File: config.mk
export PLATFORM = sky130hd
export DESIGN_NAME = gf_pow_engine_flat
export DESIGN_NICKNAME = d
export VERILOG_FILES = /design/src/rtl/gf_pkg.sv /design/src/rtl/gf_pow_engine_if.sv /design/src/rtl/gf_mul.sv /design/src/rtl/gf_pow_engine.sv /design/src/flat_wrapper.sv
export SDC_FILE = /design/constraint.sdc
export NUM_CORES = 1
export LEC_CHECK = 0
export ABC_AREA = 1
export CAP_MARGIN = 10
export CORE_MARGIN = 2
export CORE_UTILIZATION = 35
export CTS_CLUSTER_DIAMETER = 100
export DETAILED_ROUTE_END_ITERATION = 7
export GPL_ROUTABILITY_DRIVEN = 1
export MAX_ROUTING_LAYER = met4
export PLACE_DENSITY_LB_ADDON = 0.15
export REMOVE_ABC_BUFFERS = 1
export SLEW_MARGIN = 20
export SYNTH_ARGS = -nofsm -noshare
export SYNTH_HDL_FRONTEND = slang
export SYNTH_SLANG_ARGS = --single-unit
export TNS_END_PERCENT = 30
File: constraint.sdc
create_clock -name clk -period 3.6 [get_ports clk]
set_clock_uncertainty 0.2 [all_clocks]
set_input_delay 0.72 -clock clk [delete_from_list [all_inputs] [get_ports clk]]
set_output_delay 0.72 -clock clk [all_outputs]
set_load 0.01 [all_outputs]
File: src/rtl/gf_pkg.sv
// Shared GF(2^8) definitions for the Reed-Solomon datapath blocks.
// Field is built on the primitive polynomial 0x11D, matching the log/inverse ROM.
// Also holds the exponentiation engine's state encoding.
package gf_pkg;
   localparam int         GF_W     = 8;
   localparam logic [8:0] GF_POLY  = 9'h11D;
   localparam logic [7:0] GF_ALPHA = 8'h02;

   typedef enum logic [1:0] {
      ST_IDLE = 2'd0,
      ST_RUN  = 2'd1,
      ST_DONE = 2'd2
   } pow_state_e;
endpackage

File: src/rtl/gf_pow_engine_if.sv
// Request/response bundle for the GF(2^8) exponentiation engine.
// master = requester/consumer side, slave = engine side.
// Request is valid/ready; result is held valid until out_ready.
interface gf_pow_engine_if;
   import gf_pkg::*;

   logic            in_valid;
   logic            in_ready;
   logic [GF_W-1:0] in_base;
   logic [GF_W-1:0] in_exp;
   logic            out_valid;
   logic            out_ready;
   logic [GF_W-1:0] out_data;
   logic            busy;

   modport master (
      output in_valid, in_base, in_exp, out_ready,
      input  in_ready, out_valid, out_data, busy
   );

   modport slave (
      input  in_valid, in_base, in_exp, out_ready,
      output in_ready, out_valid, out_data, busy
   );
endinterface

File: src/rtl/gf_mul.sv
// Combinational 8x8 GF(2^8) multiplier, product reduced by POLY.
// Latency: zero cycles (pure combinational).
// Backpressure: none; no handshake.
module gf_mul
   import gf_pkg::*;
#(
   parameter logic [8:0] POLY = GF_POLY
) (
   input  logic [GF_W-1:0] a_i,
   input  logic [GF_W-1:0] b_i,
   output logic [GF_W-1:0] p_o
);

   logic [GF_W-1:0] prod;
   logic [GF_W-1:0] shifted;

   // Shift-and-add: walk b LSB-first, keeping a*x^i reduced as it is shifted.
   always_comb begin
      prod    = '0;
      shifted = a_i;
      for (int i = 0; i < GF_W; i++) begin
         if (b_i[i]) begin
            prod = prod ^ shifted;
         end
         shifted = {shifted[GF_W-2:0], 1'b0} ^ (shifted[GF_W-1] ? POLY[GF_W-1:0] : '0);
      end
   end

   assign p_o = prod;

endmodule

File: src/rtl/gf_pow_engine.sv
// Computes base^exp in GF(2^8) by MSB-first square-and-multiply, one exponent bit per cycle.
// Latency: result valid 8 clocks after the accepting edge; one operation in flight.
// Backpressure: result held in DONE until out_ready; requests refused outside IDLE.
module gf_pow_engine
   import gf_pkg::*;
#(
   parameter logic [8:0] POLY = GF_POLY,
   parameter int         W    = GF_W
) (
   input  logic            clk,
   input  logic            rst,
   gf_pow_engine_if.slave  io
);

   pow_state_e state_q;
   logic [W-1:0] base_q;
   logic [W-1:0] exp_q;
   logic [W-1:0] acc_q;
   logic [W-1:0] acc_d;
   logic [W-1:0] sq;
   logic [W-1:0] mul_op;
   logic [2:0]   k_q;
   logic [W-1:0] out_data_q;
   logic         out_valid_q;
   logic         busy_q;

   // Square the running value, then fold in base when the current exponent bit is set.
   gf_mul #(.POLY(POLY)) u_sq (
      .a_i (acc_q),
      .b_i (acc_q),
      .p_o (sq)
   );

   assign mul_op = exp_q[k_q] ? base_q : {{(W-1){1'b0}}, 1'b1};

   gf_mul #(.POLY(POLY)) u_mul (
      .a_i (sq),
      .b_i (mul_op),
      .p_o (acc_d)
   );

   // Control FSM: latch request, run exactly 8 bit-steps, hold result until consumed.
   always_ff @(posedge clk) begin
      if (rst) begin
         state_q     <= ST_IDLE;
         base_q      <= '0;
         exp_q       <= '0;
         acc_q       <= {{(W-1){1'b0}}, 1'b1};
         k_q         <= 3'd7;
         out_data_q  <= '0;
         out_valid_q <= 1'b0;
         busy_q      <= 1'b0;
      end else begin
         unique case (state_q)
            ST_IDLE: begin
               if (io.in_valid && io.in_ready) begin
                  base_q  <= io.in_base;
                  exp_q   <= io.in_exp;
                  acc_q   <= {{(W-1){1'b0}}, 1'b1};
                  k_q     <= 3'd7;
                  busy_q  <= 1'b1;
                  state_q <= ST_RUN;
               end
            end
            ST_RUN: begin
               acc_q <= acc_d;
               k_q   <= k_q - 3'd1;
               if (k_q == 3'd0) begin
                  out_data_q  <= acc_d;
                  out_valid_q <= 1'b1;
                  state_q     <= ST_DONE;
               end
            end
            ST_DONE: begin
               if (io.out_ready) begin
                  out_valid_q <= 1'b0;
                  busy_q      <= 1'b0;
                  state_q     <= ST_IDLE;
               end
            end
            default: begin
               out_valid_q <= 1'b0;
               busy_q      <= 1'b0;
               state_q     <= ST_IDLE;
            end
         endcase
      end
   end

   // Ready depends only on registered state, never on in_valid.
   assign io.in_ready  = (state_q == ST_IDLE);
   assign io.out_valid = out_valid_q;
   assign io.out_data  = out_data_q;
   assign io.busy      = busy_q;

endmodule

File: src/flat_wrapper.sv
// flat-port wrapper written by rule: the top's interface ports become plain ports
module gf_pow_engine_flat import gf_pkg::*;
#(
   parameter logic [8:0] POLY = GF_POLY,
   parameter int         W    = GF_W
)
  (clk, rst, io_in_valid, io_in_base, io_in_exp, io_out_ready, io_in_ready, io_out_valid, io_out_data, io_busy);
  gf_pow_engine_if io_i ();
  input  logic clk;
  input  logic rst;
  input wire logic [$bits(io_i.in_valid)-1:0] io_in_valid;
  input wire logic [$bits(io_i.in_base)-1:0] io_in_base;
  input wire logic [$bits(io_i.in_exp)-1:0] io_in_exp;
  input wire logic [$bits(io_i.out_ready)-1:0] io_out_ready;
  output wire logic [$bits(io_i.in_ready)-1:0] io_in_ready;
  output wire logic [$bits(io_i.out_valid)-1:0] io_out_valid;
  output wire logic [$bits(io_i.out_data)-1:0] io_out_data;
  output wire logic [$bits(io_i.busy)-1:0] io_busy;
  assign io_i.in_valid = io_in_valid;
  assign io_i.in_base = io_in_base;
  assign io_i.in_exp = io_in_exp;
  assign io_i.out_ready = io_out_ready;
  assign io_in_ready = io_i.in_ready;
  assign io_out_valid = io_i.out_valid;
  assign io_out_data = io_i.out_data;
  assign io_busy = io_i.busy;
  gf_pow_engine #(.POLY(POLY), .W(W)) u_core (.clk(clk), .rst(rst), .io(io_i));
endmodule
==> run_results.csv <==
group,metric,value,unit
outcome,outcome,"completed",
clocking,post_cts_buffers,0,
synthesis,netlist_area,4796,um^2
final_layout,layout.nets,930,
critical_path,crit_type,"flip-flop to flip-flop",
synthesis,synth_cell_type_count,39,
final_layout,diodes,0,
synthesis,synth_mux_area_share,0,%
synthesis,synth-compound-area-share,7.670,%
route,drt_iter0_drc,373,
sta,hold_violations,0,
pwr,leakagePower,0.002713,uW
sta,finalSetupViolCount,0,
clocking,cts.sinks,39,
synthesis,synth-seq-cells,39,
final_layout,fin_area,5683,um^2
synthesis,syn_area_per_cell,5.564,um^2
clocking,clk_pin_slew,60,ps
floorplanning,initial_utilization,36.07,%
synthesis,synth.largest_area_cell,"nand2_1",
floorplanning,die_x,121.1,um
synthesis,yosys_warnings,0,
critical_path,reg2reg_slack,230,ps
global_routing,grt_antenna_before_repair,0,
global_routing,track_usage,20.28,%
global_routing,grt_pass1_vias,4634,
synthesis,synth_top_area_share,24.58,%
route,postRouteAntennaNets,0,
clocking,cts_max_path_buffers,2,
worst_hold_path,min_from,"u_core.base_q[2]$_SDFFE_PP0P_",
sta,max_freq,296.3,MHz
critical_path,startpoint,"u_core.acc_q[6]$_SDFFE_PP0P_",
clocking,cts_hold_buf,0,
worst_hold_path,hp-class,"flip-flop to flip-flop",
route,firstDrtPassIters,5,
global_routing,grt_pass1_wl,23470,um
clocking,root_buffer,"clkbuf_16",
critical_path,r2r_end,"u_core.io.out_data[5]$_SDFFE_PP0P_",
sta,drv_slew,0,
pwr,finalPower,3839,uW
floorplanning,pin_count,31,
critical_path,cp-start-kind,"flip-flop",
global_routing,gr-total-overflow,0,
floorplanning,die_area,14650,um^2
synthesis,synth_seq_area_share,16.28,%
pwr,powerDensity,675.5,nW/um^2
synthesis,synth_edf_count,0,
synthesis,synth_top_family_by_area,"simple AND/OR/NAND/NOR gates",
critical_path,crit_path_end_kind,"flip-flop",
route,drc,0,
synthesis,synthFlopType,"dfxtp_1",
synthesis,netlist_top_cells_count,"nand2_1, nand3_1, inv_1, nor2_1, dfxtp_1",
place,place.port_buffers,30,
synthesis,synth_adder_area_share,1.044,%
sta,tightest_slew,971.5,ps
floorplanning,rows,42,
route,vias,5206,
sta,period_minus_slack,3374,ps
pwr,ir_worst_vdd,0.0002424,V
synthesis,async_flop_share,0,%
clocking,clock_latency,280,ps
synthesis,synth-simple-area-share,59.27,%
floorplanning,fp.dieH,121.1,um
critical_path,rr_worst_depth,27,
sta,post-route-period-util,93.73,%
critical_path,rr_startpoint,"u_core.acc_q[6]$_SDFFE_PP0P_",
critical_path,arrival,3310,ps
synthesis,synth_area_leaders,"nand2_1, dfxtp_1, nand3_1",
place,place_congestion,0.9058,
place,dp_hpwl,11280,um
final_layout,area_growth,18.50,%
final_layout,drive_gt1_share,16.21,%
synthesis,yosys.area_share.xor_xnor,4.200,%
global_routing,grt_start_max_net_pins,22,
route,vias_per_cell,4.807,
route,avgRoutedWirePerCell,13.12,um
floorplanning,core,13300,um^2
final_layout,fillers,1434,
synthesis,yosysMostFrequentCell,"nand2_1",
critical_path,worstPathRequired,3530,ps
clocking,htreeDepth,2,
final_layout,final_util,42.74,%
route,drt_wl_total,14200,um
critical_path,cp_max_fo,7,
sta,relSlewSlack,34.88,%
clocking,cts_tree,"yes",
sta,fin_hold_ws,258.2,ps
synthesis,synthCells,862,
place,placed_area,5435,um^2
run,drv_cap,0,
critical_path,endpoint,"u_core.io.out_data[5]$_SDFFE_PP0P_",
clocking,cts_buffers,5,
sta,tns,0,ps
-- worst min path at each step --
stage	to	slack (ps)	cells past startpoint
after global placement	u_core.base_q[2]$_SDFFE_PP0P_	250	2
after floorplan	u_core.base_q[1]$_SDFFE_PP0P_	230	2
after detailed placement	u_core.base_q[3]$_SDFFE_PP0P_	250	2
final	u_core.base_q[2]$_SDFFE_PP0P_	260	2
after CTS	u_core.base_q[3]$_SDFFE_PP0P_	260	2
after global routing	u_core.base_q[3]$_SDFFE_PP0P_	280	2
-- placed cells by master, fill, tap and decap left out, types with 2 or more instances in the layout --
cell,n
xnor2_1,9
o21ai_0,32
clkbuf_16,5
nand2_1,310
o21ai_1,6
buf_12,4
nand3b_1,7
xor2_1,13
ha_1,3
dfxtp_1,34
inv_2,11
inv_1,89
clkdlybuf4s50_1,30
nand3_1,114
nand2_4,16
nand2_2,32
inv_4,3
clkinv_1,2
a21oi_2,5
nand3_2,18
nor2_1,79
a21oi_1,18
o221ai_1,2
nor2_2,6
nand3_4,4
or2_1,2
dfxtp_2,4
buf_4,25
nand4_1,7
-- timing repair --
| item | 4_1_cts | 5_1_grt |
|---|---|---|
| endpoints found under the setup margin | 2 | 16 |
| pin swaps | 0 | 1 |
| resized for setup | 1 | 27 |
-- sequential cells by signal (all words and copies together), names as in the netlist --
name                 flops
u_core.io.out_data       8
u_core.k_q               3
u_core.acc_q             8
u_core.state_q           2
u_core.base_q            8
u_core.exp_q             8
u_core.io.busy           1
u_core.io.out_valid      1
-- power by group --
| group | internal [uW] | switching (uW) | leakage [uW] |
|---|---|---|---|
| Combinational | 901 | 1970 | 0.00232 |
| Sequential | 470 | 42.4 | 0.000322 |
| Clock | 277 | 175 | 0.0000731 |
-- cell type report --
class	count	area, um^2	area share, %
Sequential cell	39	789.5	13.89
Multi-Input combinational cell	694	3528	62.09
Timing Repair Buffer	59	568.0	9.996
Clock inverter	2	16.27	0.2862
Inverter	107	421.7	7.420
Clock buffer	6	138.9	2.444
Tap cell	176	220.2	3.875
-- per-layer routing --
metal,wire length [um],share of wire [%],track usage (%)
met1,7565,53,30.64
met2,5741,40,28.16
met3,678,4.8,2.538
met4,218,1.5,5.160
met5,0,0,-
-- per-stage QoR --
step,setup slack (ps),std cells
after global placement,-10.81,1075
after floorplan,306.3,840
final,225.6,1083
after detailed placement,-4.383,1075
after global routing,-47.03,1083
after CTS,130.2,1083
-- worst max-delay path, cell delays in order (launching register included) --
cell and delay [ps]:
dfxtp_2 350, ha_4 290, inv_1 60, nand2_1 140, nand3_2 120, nand2_2 130
nand2_1 90, nand2_1 90, inv_1 40, nor2_1 70, nand2_1 80, nand2_1 90
nand2_2 70, nand2_4 100, nand2_2 70, nand2_2 100, nand2_1 80, nand3_1 100
nand2_2 90, buf_4 160, o21ai_0 170, nand2_1 110, inv_1 60, nand2_1 50
nand2_1 80, nand2_1 90, nand2_1 90, a21oi_2 50
-- cells by family after synthesis --
group,count (synthesis)
buffers and inverters,129
DFF,39
adders and majority gates,4
and+or+nand+nor,601
AOI/OAI and AO/OA,66
xor gates and xnor gates,23
Note: power is estimated with default switching activity, not from simulation.
